### src/rtl/byte_pkg.sv
// ============================================================================
// byte_pkg : shared constants and helpers for the byte write buffer.
// Revision : 1.0
// ============================================================================
`default_nettype none

package byte_pkg;

  localparam logic c_LOCK_FREE = 1'b0;
  localparam logic c_LOCK_HELD = 1'b1;

  function automatic logic [63:0] word_addr(input logic [63:0] addr,
                                            input int unsigned shift);
    return addr >> shift;
  endfunction

  function automatic bit depth_legal(input int unsigned depth);
    return (depth >= 2) && ((depth & (depth - 1)) == 0);
  endfunction

endpackage

`default_nettype wire

### src/rtl/byte_write_fifo.sv
// ============================================================================
// byte_write_fifo : register-based FIFO of posted writes {addr, mask, data}.
// BYTE_WRITE_BUFFER_BYPASS_EN adds entry/valid exposure for read bypass.
// Revision : 1.0
// ============================================================================
`default_nettype none

module byte_write_fifo
  import byte_pkg::*;
#(
  parameter int unsigned DATA_BYTE = 4,
  parameter int unsigned ADDR_SIZE = 32,
  parameter int unsigned DEPTH     = 4
) (
  input  logic                         clk_i,
  input  logic                         rst_i,
  input  logic                         push_i,
  input  logic                         pop_i,
  input  logic [ADDR_SIZE-1:0]         push_addr_i,
  input  logic [DATA_BYTE-1:0]         push_mask_i,
  input  logic [DATA_BYTE*8-1:0]       push_data_i,
  output logic [ADDR_SIZE-1:0]         head_addr_o,
  output logic [DATA_BYTE-1:0]         head_mask_o,
  output logic [DATA_BYTE*8-1:0]       head_data_o,
  output logic                         full_o,
  output logic                         empty_o,
  output logic [$clog2(DEPTH+1)-1:0]   count_o
`ifdef BYTE_WRITE_BUFFER_BYPASS_EN
  ,
  output logic [DEPTH-1:0][ADDR_SIZE-1:0] entry_addr_o,
  output logic [DEPTH-1:0]                entry_valid_o
`endif
);

  localparam int unsigned PW = $clog2(DEPTH);
  localparam int unsigned CW = $clog2(DEPTH + 1);

  logic [ADDR_SIZE-1:0]   addr_q [DEPTH];
  logic [DATA_BYTE-1:0]   mask_q [DEPTH];
  logic [DATA_BYTE*8-1:0] data_q [DEPTH];

  logic [PW-1:0] wr_ptr_q, wr_ptr_d;
  logic [PW-1:0] rd_ptr_q, rd_ptr_d;
  logic [CW-1:0] count_q,  count_d;

  always_comb begin
    wr_ptr_d = wr_ptr_q;
    rd_ptr_d = rd_ptr_q;
    count_d  = count_q;
    if (push_i) wr_ptr_d = wr_ptr_q + PW'(1);
    if (pop_i)  rd_ptr_d = rd_ptr_q + PW'(1);
    case ({push_i, pop_i})
      2'b10:   count_d = count_q + CW'(1);
      2'b01:   count_d = count_q - CW'(1);
      default: count_d = count_q;
    endcase
  end

  always_ff @(posedge clk_i or negedge rst_i) begin
    if (!rst_i) begin
      wr_ptr_q <= '0;
      rd_ptr_q <= '0;
      count_q  <= '0;
    end else begin
      wr_ptr_q <= wr_ptr_d;
      rd_ptr_q <= rd_ptr_d;
      count_q  <= count_d;
    end
  end

  // Payload needs no reset: an entry is only observable once counted.
  always_ff @(posedge clk_i) begin
    if (push_i) begin
      addr_q[wr_ptr_q] <= push_addr_i;
      mask_q[wr_ptr_q] <= push_mask_i;
      data_q[wr_ptr_q] <= push_data_i;
    end
  end

  assign head_addr_o = addr_q[rd_ptr_q];
  assign head_mask_o = mask_q[rd_ptr_q];
  assign head_data_o = data_q[rd_ptr_q];
  assign full_o      = (count_q == CW'(DEPTH));
  assign empty_o     = (count_q == '0);
  assign count_o     = count_q;

`ifdef BYTE_WRITE_BUFFER_BYPASS_EN
  for (genvar i = 0; i < DEPTH; i++) begin : g_entry
    logic [PW-1:0] w_offset;
    assign w_offset         = PW'(i) - rd_ptr_q;
    assign entry_addr_o[i]  = addr_q[i];
    assign entry_valid_o[i] = ({1'b0, w_offset} < count_q);
  end
`endif

endmodule

`default_nettype wire

### src/rtl/byte_write_buffer.sv
// ============================================================================
// byte_write_buffer : posted-write buffer between a byte bus and memory.
// BYTE_WRITE_BUFFER_BYPASS_EN lets non-conflicting reads overtake the drain.
// Revision : 1.0
// ============================================================================
`default_nettype none

module byte_write_buffer
  import byte_pkg::*;
#(
  parameter int unsigned DATA_BYTE = 4,
  parameter int unsigned ADDR_SIZE = 32,
  parameter int unsigned DEPTH     = 4
) (
  input  logic                       clk_i,
  input  logic                       rst_i,
  input  logic                       upEnable_i,
  input  logic                       upIsWrite_i,
  input  logic [DATA_BYTE-1:0]       upWriteMask_i,
  input  logic [ADDR_SIZE-1:0]       upAddr_i,
  input  logic [DATA_BYTE*8-1:0]     upWriteData_i,
  output logic [DATA_BYTE*8-1:0]     upReadData_o,
  output logic                       upHold_o,
  output logic                       memEnable_o,
  output logic                       memIsWrite_o,
  output logic [DATA_BYTE-1:0]       memWriteMask_o,
  output logic [ADDR_SIZE-1:0]       memAddr_o,
  output logic [DATA_BYTE*8-1:0]     memWriteData_o,
  input  logic [DATA_BYTE*8-1:0]     memReadData_i,
  input  logic                       memHold_i,
  output logic [$clog2(DEPTH+1)-1:0] count_o,
  output logic                       empty_o
);

  localparam bit c_DEPTH_OK = depth_legal(DEPTH);

  if (!c_DEPTH_OK) begin : g_depth_check
    $error("byte_write_buffer: DEPTH must be a power of two and >= 2");
  end

  logic                   w_full, w_empty;
  logic                   w_push, w_pop;
  logic                   w_rd_req, w_bypass, w_drain, w_rd_issue;
  logic [ADDR_SIZE-1:0]   w_head_addr;
  logic [DATA_BYTE-1:0]   w_head_mask;
  logic [DATA_BYTE*8-1:0] w_head_data;
  logic                   lock_q, lock_d;

`ifdef BYTE_WRITE_BUFFER_BYPASS_EN
  localparam int unsigned c_SHIFT = $clog2(DATA_BYTE);
  logic [DEPTH-1:0][ADDR_SIZE-1:0] w_entry_addr;
  logic [DEPTH-1:0]                w_entry_valid;
  logic                            w_match;
`endif

  byte_write_fifo #(
    .DATA_BYTE (DATA_BYTE),
    .ADDR_SIZE (ADDR_SIZE),
    .DEPTH     (DEPTH)
  ) u_fifo (
    .clk_i         (clk_i),
    .rst_i         (rst_i),
    .push_i        (w_push),
    .pop_i         (w_pop),
    .push_addr_i   (upAddr_i),
    .push_mask_i   (upWriteMask_i),
    .push_data_i   (upWriteData_i),
    .head_addr_o   (w_head_addr),
    .head_mask_o   (w_head_mask),
    .head_data_o   (w_head_data),
    .full_o        (w_full),
    .empty_o       (w_empty),
    .count_o       (count_o)
`ifdef BYTE_WRITE_BUFFER_BYPASS_EN
    ,
    .entry_addr_o  (w_entry_addr),
    .entry_valid_o (w_entry_valid)
`endif
  );

  // Full is judged on the registered count, so a same-cycle pop never admits a write.
  assign w_push   = upEnable_i & upIsWrite_i & ~w_full;
  assign w_rd_req = upEnable_i & ~upIsWrite_i;

`ifdef BYTE_WRITE_BUFFER_BYPASS_EN
  always_comb begin
    w_match = 1'b0;
    for (int i = 0; i < DEPTH; i++) begin
      if (w_entry_valid[i] &&
          (word_addr(64'(w_entry_addr[i]), c_SHIFT) == word_addr(64'(upAddr_i), c_SHIFT)))
        w_match = 1'b1;
    end
  end
  assign w_bypass = w_rd_req & ~w_empty & ~w_match;
`else
  assign w_bypass = 1'b0;
`endif

  assign w_drain    = ~w_empty & (lock_q | ~w_bypass);
  assign w_rd_issue = w_rd_req & ~w_drain & (w_empty | w_bypass);
  assign w_pop      = w_drain & ~memHold_i;

  // Drain lock: a presented-but-stalled drain may not be preempted.
  always_ff @(posedge clk_i or negedge rst_i) begin
    if (!rst_i) lock_q <= c_LOCK_FREE;
    else        lock_q <= lock_d;
  end

  always_comb begin
    lock_d = lock_q;
    case (lock_q)
      c_LOCK_FREE: if (w_drain && memHold_i)  lock_d = c_LOCK_HELD;
      c_LOCK_HELD: if (!memHold_i)            lock_d = c_LOCK_FREE;
      default:                                lock_d = c_LOCK_FREE;
    endcase
  end

  always_comb begin
    memEnable_o    = 1'b0;
    memIsWrite_o   = 1'b0;
    memWriteMask_o = '0;
    memAddr_o      = '0;
    memWriteData_o = '0;
    if (w_drain) begin
      memEnable_o    = 1'b1;
      memIsWrite_o   = 1'b1;
      memWriteMask_o = w_head_mask;
      memAddr_o      = w_head_addr;
      memWriteData_o = w_head_data;
    end else if (w_rd_issue) begin
      memEnable_o    = 1'b1;
      memIsWrite_o   = 1'b0;
      memWriteMask_o = upWriteMask_i;
      memAddr_o      = upAddr_i;
      memWriteData_o = upWriteData_i;
    end
  end

  always_comb begin
    upHold_o = 1'b0;
    if (upEnable_i) begin
      if (upIsWrite_i) upHold_o = w_full;
      else             upHold_o = w_rd_issue ? memHold_i : 1'b1;
    end
  end

  assign upReadData_o = memReadData_i;
  assign empty_o      = w_empty;

endmodule

`default_nettype wire

### config.mk
export PLATFORM = sky130hd
export DESIGN_NAME = byte_write_buffer
export DESIGN_NICKNAME = d
export VERILOG_FILES = /design/src/rtl/byte_pkg.sv /design/src/rtl/byte_write_fifo.sv /design/src/rtl/byte_write_buffer.sv
export SDC_FILE = /design/constraint.sdc
export NUM_CORES = 1
export LEC_CHECK = 0
export ABC_AREA = 1
export BUFFER_PORTS_ARGS = -buffer_cell sky130_fd_sc_hd__buf_2
export CORE_UTILIZATION = 56
export CTS_CLUSTER_SIZE = 16
export DETAILED_ROUTE_END_ITERATION = 8
export GPL_ROUTABILITY_DRIVEN = 0
export PLACE_DENSITY = 0.8
export SLEW_MARGIN = 30
export SYNTH_ARGS = -nofsm -noshare
export SYNTH_HDL_FRONTEND = slang
export SYNTH_SLANG_ARGS = --single-unit
export TNS_END_PERCENT = 20
### constraint.sdc
create_clock -name clk_i -period 5.8 [get_ports clk_i]
set_input_delay 0.58 -clock clk_i [delete_from_list [all_inputs] [get_ports clk_i]]
set_output_delay 0.58 -clock clk_i [all_outputs]
set_load 0.05 [all_outputs]
After elaboration in Yosys (flattened, before gate mapping) --
Memory sizes are Yosys's and may differ from the RTL's. Index checks and enable logic that the tools add are counted.
Storage, ports and cells: register bits after elaboration 7, bits in writable memories 272, input port bits 105, output and inout bits 107, word-level logic and storage cells 40, memories kept 3
Memory list:
- u_fifo.addr_q | depth 4, width 32, rd ports 1, clocked after memory_dff 0, wr ports 1, RTL line byte_write_fifo.sv:38 | logic [ADDR_SIZE-1:0] addr_q [DEPTH];
- u_fifo.data_q | depth 4, width 32, rd ports 1, clocked after memory_dff 0, wr ports 1, RTL line byte_write_fifo.sv:40 | logic [DATA_BYTE*8-1:0] data_q [DEPTH];
- u_fifo.mask_q | depth 4, width 4, rd ports 1, clocked after memory_dff 0, wr ports 1, RTL line byte_write_fifo.sv:39 | logic [DATA_BYTE-1:0] mask_q [DEPTH];
Operators by class: add/sub/neg operators 4, equal/unequal tests 3, muxes and demuxes 15, bitwise logic cells 10, reductions and logical operators 2
Operators by type and width (number):
- $mux W32 | 4
- $mux W1 | 8
- $mux W4 | 2
- $and A1 B1 Y1 | 6
- $pmux W3 S2 | 1
- $add A2 B1 Y2 const B | 2
- $not A1 Y1 | 4
- $add A3 B1 Y3 const B | 1
- $eq A3 B3 Y1 const B | 1
- $logic_not A3 Y1 | 1
- $sub A3 B1 Y3 const B | 1
- $eq A2 B1 Y1 const B | 1
- $eq A2 B2 Y1 const B | 1
- $reduce_bool A2 Y1 | 1

Longest topological paths before layout --
depth after elaboration 7, gate-level depth with buffers 12, depth with buffers taken out 12

Modules after synthesis --
A second synthesis with hierarchy kept.
Unflattened totals: cell total of the unflattened synthesis 1104, area, all modules 12401.9 µm²
By module, submodules not included:
- byte_write_fifo | instances 1, cells an instance 842, area each 11119.4 µm², seq. area each 8343.0 µm²
- byte_write_buffer | instances 1, cells an instance 262, area each 1282.5 µm², seq. area each 0.0 µm²

Worst setup path before layout --
No wires, ideal clock.
kind reg-to-reg, from register u_fifo.count_q[0] (netlist: u_fifo.count_o[0]), to memory u_fifo.addr_q[0][0] (enable), library setup time 0.495 ns, data arrival time 3.976 ns, data required time 5.305 ns, path slack 1.329 ns, cell stages (with the launch flop) 5, path buffers 0, clock period less this slack 4.471 ns, path through dfrtp_1 > nor2_4 > nand2_1 > nand3_1 > nor2_1
On the way: cells in the longest elaborated chain, start to end 5
Ends and longest elaborated chain:
- from (decl) | RTL line byte_write_fifo.sv:44 | logic [CW-1:0] count_q, count_d;
- from (signal assigned) | RTL line byte_write_fifo.sv:67 | count_q <= count_d;
- $eq A3 B3 Y1 | RTL line byte_write_fifo.sv:83 | assign full_o = (count_q == CW'(DEPTH));
- $not A1 Y1 | RTL line byte_write_buffer.sv:82 | assign w_push = upEnable_i & upIsWrite_i & ~w_full;
- $and A1 B1 Y1 | RTL line byte_write_buffer.sv:82
- $mux W1 | RTL line byte_write_fifo.sv:73 | if (push_i) begin
- $mux W1 (implied by the code) | RTL line byte_write_fifo.sv:74 | addr_q[wr_ptr_q] <= push_addr_i;
- to (decl) | RTL line byte_write_fifo.sv:38
No other way between the ends.

Worst setup path in the final report --
from register u_fifo.rd_ptr_q[0], to output memAddr_o[17]
On the way: cells in the longest elaborated chain, start to end 2
Ends and longest elaborated chain:
- from (decl) | RTL line byte_write_fifo.sv:43 | logic [PW-1:0] rd_ptr_q, rd_ptr_d;
- from (signal assigned) | RTL line byte_write_fifo.sv:66 | rd_ptr_q <= rd_ptr_d;
- $mem_v2 Z4 W32
- $mux W32 | RTL line byte_write_buffer.sv:124 | if (w_drain) begin
- to (decl) | RTL line byte_write_buffer.sv:27 | output logic [ADDR_SIZE-1:0] memAddr_o,
No other way between the ends.

==> reports/metrics.sh <==
STATUS='finished clean'
VDD_IR_DROP_MAX_mV=0.501
END_KIND='output pin'
INSERTION_DELAY_NS=0.53
CRITPATHKIND='register to output pin'
CP_SLOWEST_STAGE_DELAY_NS=0.75
FIRST_GLOBAL_VIAS=7710
VIASPERCELL=5.63
GRT_REMAINING_OVERFLOW=0
CLOCK-SINKS=279
MAX_SLEW.WORST_PIN.SLEW_NS=0.929
GRT_MAX_DEGREE=73
YOSYS_REGISTER_BITS=279
MIN-DELAY-START='upWriteData_i[20]'
ROUTE.DETAILED.DRC=0
NUMBER_OF_ANTENNA_VIOLATIONS_AT_THE_FIRST_CHECK_IN_GLOBAL_ROUTING=3
FP.DIEH_UM=148
LAYOUT_SETUP_WS_NS=1.75
YS_WARN_COUNT=0
SYNTH.DISTINCT_CELLS=19
SYNTH-COMPOUND-AREA-SHARE_PCT=0.126
REG2REG_DEPTH=5
SHARE_OF_SYNTHESIZED_CELL_AREA_IN_FULL_ADDER_HALF_ADDER_AND_MAJORITY_CELLS_PCT=0.695
CTS_HTREE_LEVELS=1
FIRSTDRTPASSITERS=5
ANTENNA_VIOLATING_NETS_LEFT=0
GRT_PASS1_WL_MM=40.4
SYN2LAYOUT_AREA_GROWTH_PCT=12.5
RANKING_OF_SYNTHESIZED_CELLS_BY_AREA='edfxtp_1, nand3_1, nand2_1'
TIMING.CRITICAL_PATH.SLOWEST_STAGE_CELL='dfrtp_4'
SYN-NUM-NETS=1161
WORSTSETUPSTARTPOINTTYPE='register'
FINALHOLDVIOLCOUNT=0
CLKSLEWWORSTSETUPHOLDPATHS_NS=0.06
DRT-INITIAL-DRC-COUNT=572
SIMPLE_GATE_SHARE_OF_THE_SYNTHESIZED_AREA_PCT=23.5
WORST_R2R_STARTPOINT='u_fifo.count_o[0]$_DFFE_PN0P_'
SLEW_VIOLATIONS=0
SYNTHMUXAREASHARE_PCT=0
DESIGN.FINAL.NETS=1253
CRIT_PATH_CELL_TRACE='inv_4 > buf_4 > nand2_1 > nand3_1 > nand3_1 > nand2_1 > buf_2'
RSZ0062_AT_GRT='false'
CAP_VIOL_MAX_COUNT=0
SYNTH_XOR_XNOR_AREA_SHARE_PCT=0.147
FINALWIRELENGTH_MM=26.1
FIN_WORST_HOLD_SLACK_NS=0.280
TIMING.MAX_SLEW.REL_SLACK_PCT=38.1
DRIVE_GT1_SHARE_PCT=17.9
PORTBUFFERS=147
SYNTHCELLS=1050
DIE-AREA_UM2=21800
HOLD_PATH_END='u_fifo.data_q[1][20]$_DFFE_PP_'
CP_MAX_FO=72
MAXIMUM_COUNT_OF_CLOCK_BUFFERS_ALONG_A_SINGLE_PATH=3
DETAILEDPLACEMENTHPWL_MM=14.4
SYNTH_TOP_AREA_SHARE_PCT=68.7
WORST-ENDPOINT-REQUIRED_NS=5.22
CTS_ROOT_BUFFER='clkbuf_16'
GRTUSAGETOTAL_PCT=24.2
HOLDCRITPATHCLASS='input port to register'
PLACEMENT_ROWS=52
NUMCTSBUFFERS=28
PERIOD_NEEDED_NS=4.05
SYNTH.LARGEST_AREA_CELL='edfxtp_1'
ROUTE.DETAILED.WL_PER_INST_UM=18.2
PERIOD_SHARE_PCT=69.7
TRITONCTS_CLOCK_TREE='yes'
POWER_TOTAL_uW=8060
SYNTH_TOP_FAMILY_BY_AREA='simple AND/OR/NAND/NOR gates'
SYN_AREA_UM2=11900
POST-PLACE-WS_NS=2.38
CORE_AREA_UM2=20500
FIN_SKEW_NS=0.00870
FIN_UTIL_PCT=65.3
ARRIVAL_NS=3.47
SYN-MEAN-INSTANCE-AREA_UM2=11.3
SYNTH_SEQ_AREA_SHARE_PCT=70.2
FINAL.SETUP.TNS_NS=0
TIMING.RR.END='u_fifo.data_q[2][0]$_DFFE_PP_'
VIA_COUNT=8066
DIEWIDTH_UM=148
POWER.LEAKAGE_uW=0.00524
DESIGN.PORTCOUNT=212
FINALSETUPVIOLCOUNT=0
WORSTHOLDPATHCELLS=1
EFFECTIVE_UTILIZATION_AT_FLOORPLAN_PCT=58.0
POWERDENSITY_nW_PER_UM2=602
MAXCLOCKFREQUENCY_GHz=0.247
TIMING.REG2REG.SETUP_SLACK_NS=2.94
[worst max-delay path, delay by kind of cell (launching register included)]
kind | cells | cell delay [ns]
simple gates | 4 | 0.46
flops | 1 | 0.75
buf+inv | 3 | 1.60
[cells in the final DEF, fill, tap and decap left out]
master	instances
ha_1	5
clkbuf_16	29
dfrtp_4	1
dfrtp_2	1
nand2_2	1
o21ai_0	3
dfrtp_1	5
inv_2	2
nand2_1	356
nor2_1	2
buf_2	147
inv_4	1
clkbuf_1	9
clkinv_1	4
edfxtp_1	272
xnor2_1	2
clkinv_2	4
bufinv_16	1
dlygate4sd3_1	1
nand3_1	276
nor2_4	6
diode_2	2
clkinvlp_4	2
buf_4	12
inv_1	14
clkinv_4	1
fa_1	1
nand4_1	3
[sequential cells by signal (all words and copies together), names as in the netlist]
| register | flops |
|---|---|
| u_fifo.addr_q | 128 |
| u_fifo.count_o | 3 |
| u_fifo.wr_ptr_q | 2 |
| u_fifo.data_q | 128 |
| u_fifo.mask_q | 16 |
| u_fifo.rd_ptr_q | 2 |
[how the worst max path moves through the flow]
stage	startpoint	end	slack (ns)	cells past startpoint
after global placement	u_fifo.rd_ptr_q[0]$_DFFE_PN0P_	memAddr_o[4]	2.44	7
after global routing	u_fifo.rd_ptr_q[0]$_DFFE_PN0P_	memAddr_o[19]	1.51	7
after floorplan	u_fifo.count_o[0]$_DFFE_PN0P_	u_fifo.addr_q[0][0]$_DFFE_PP_	1.33	4
after CTS	u_fifo.rd_ptr_q[0]$_DFFE_PN0P_	memAddr_o[11]	1.82	7
after detailed placement	u_fifo.rd_ptr_q[0]$_DFFE_PN0P_	memAddr_o[26]	2.38	7
final	u_fifo.rd_ptr_q[0]$_DFFE_PN0P_	memAddr_o[17]	1.75	7
[layer usage]
layer  track usage, %  wire, µm  vias to the layer above
met2             41.7     12800                      363
met5                0         0                        -
met4             11.8      1080                        0
li1                 -         -                     3815
met3             4.17      2150                       78
met1             29.8     10100                     3810
[report_power, final]
group          internal, µW  switching, µW
logic                   813           3010
clock network           956            697
registers              2450            135
total                  4220           3840
[synthesized netlist by cell type, drive strengths merged]
library cell	n
xnor2	2
ha	5
buf	91
nor2	8
dfrtp	7
inv	18
fa	1
clkbuf	7
nand3	276
edfxtp	272
o21ai	3
nand4	3
nand2	357
[logic make-up after synthesis]
group                      after synthesis
xor gates and xnor gates                 2
and+or+nand+nor                        644
AOI/OAI and AO/OA                        3
buffers and inverters                  116
DFF                                    279
adders and majority gates                6
[final cells by class]
class                           instances  area (µm²)
Multi-Input combinational cell        655        2930
Timing Repair Buffer                  160         836
Tap cell                              270         338
Clock buffer                           38         759
Sequential cell                       279        8350
Inverter                               18        71.3
Clock inverter                         11        83.8
Antenna cell                            2        5.00
Fill cell                            1543        7120
[stage by stage]
step | instances | instance area [µm²]
after CTS | 1431 | 13400
after global routing | 1432 | 13400
after floorplan | 1050 | 11900
after detailed placement | 1381 | 12500
after global placement | 1381 | 12500
final | 1433 | 13400
[repair_timing]
action | CTS | global route
hold buffers | 1 | 0
setup buffers | 0 | 0
gates resized for setup | 0 | 0
hold endpoints to repair | 7 | 0
(Power assumes the default switching activity.)
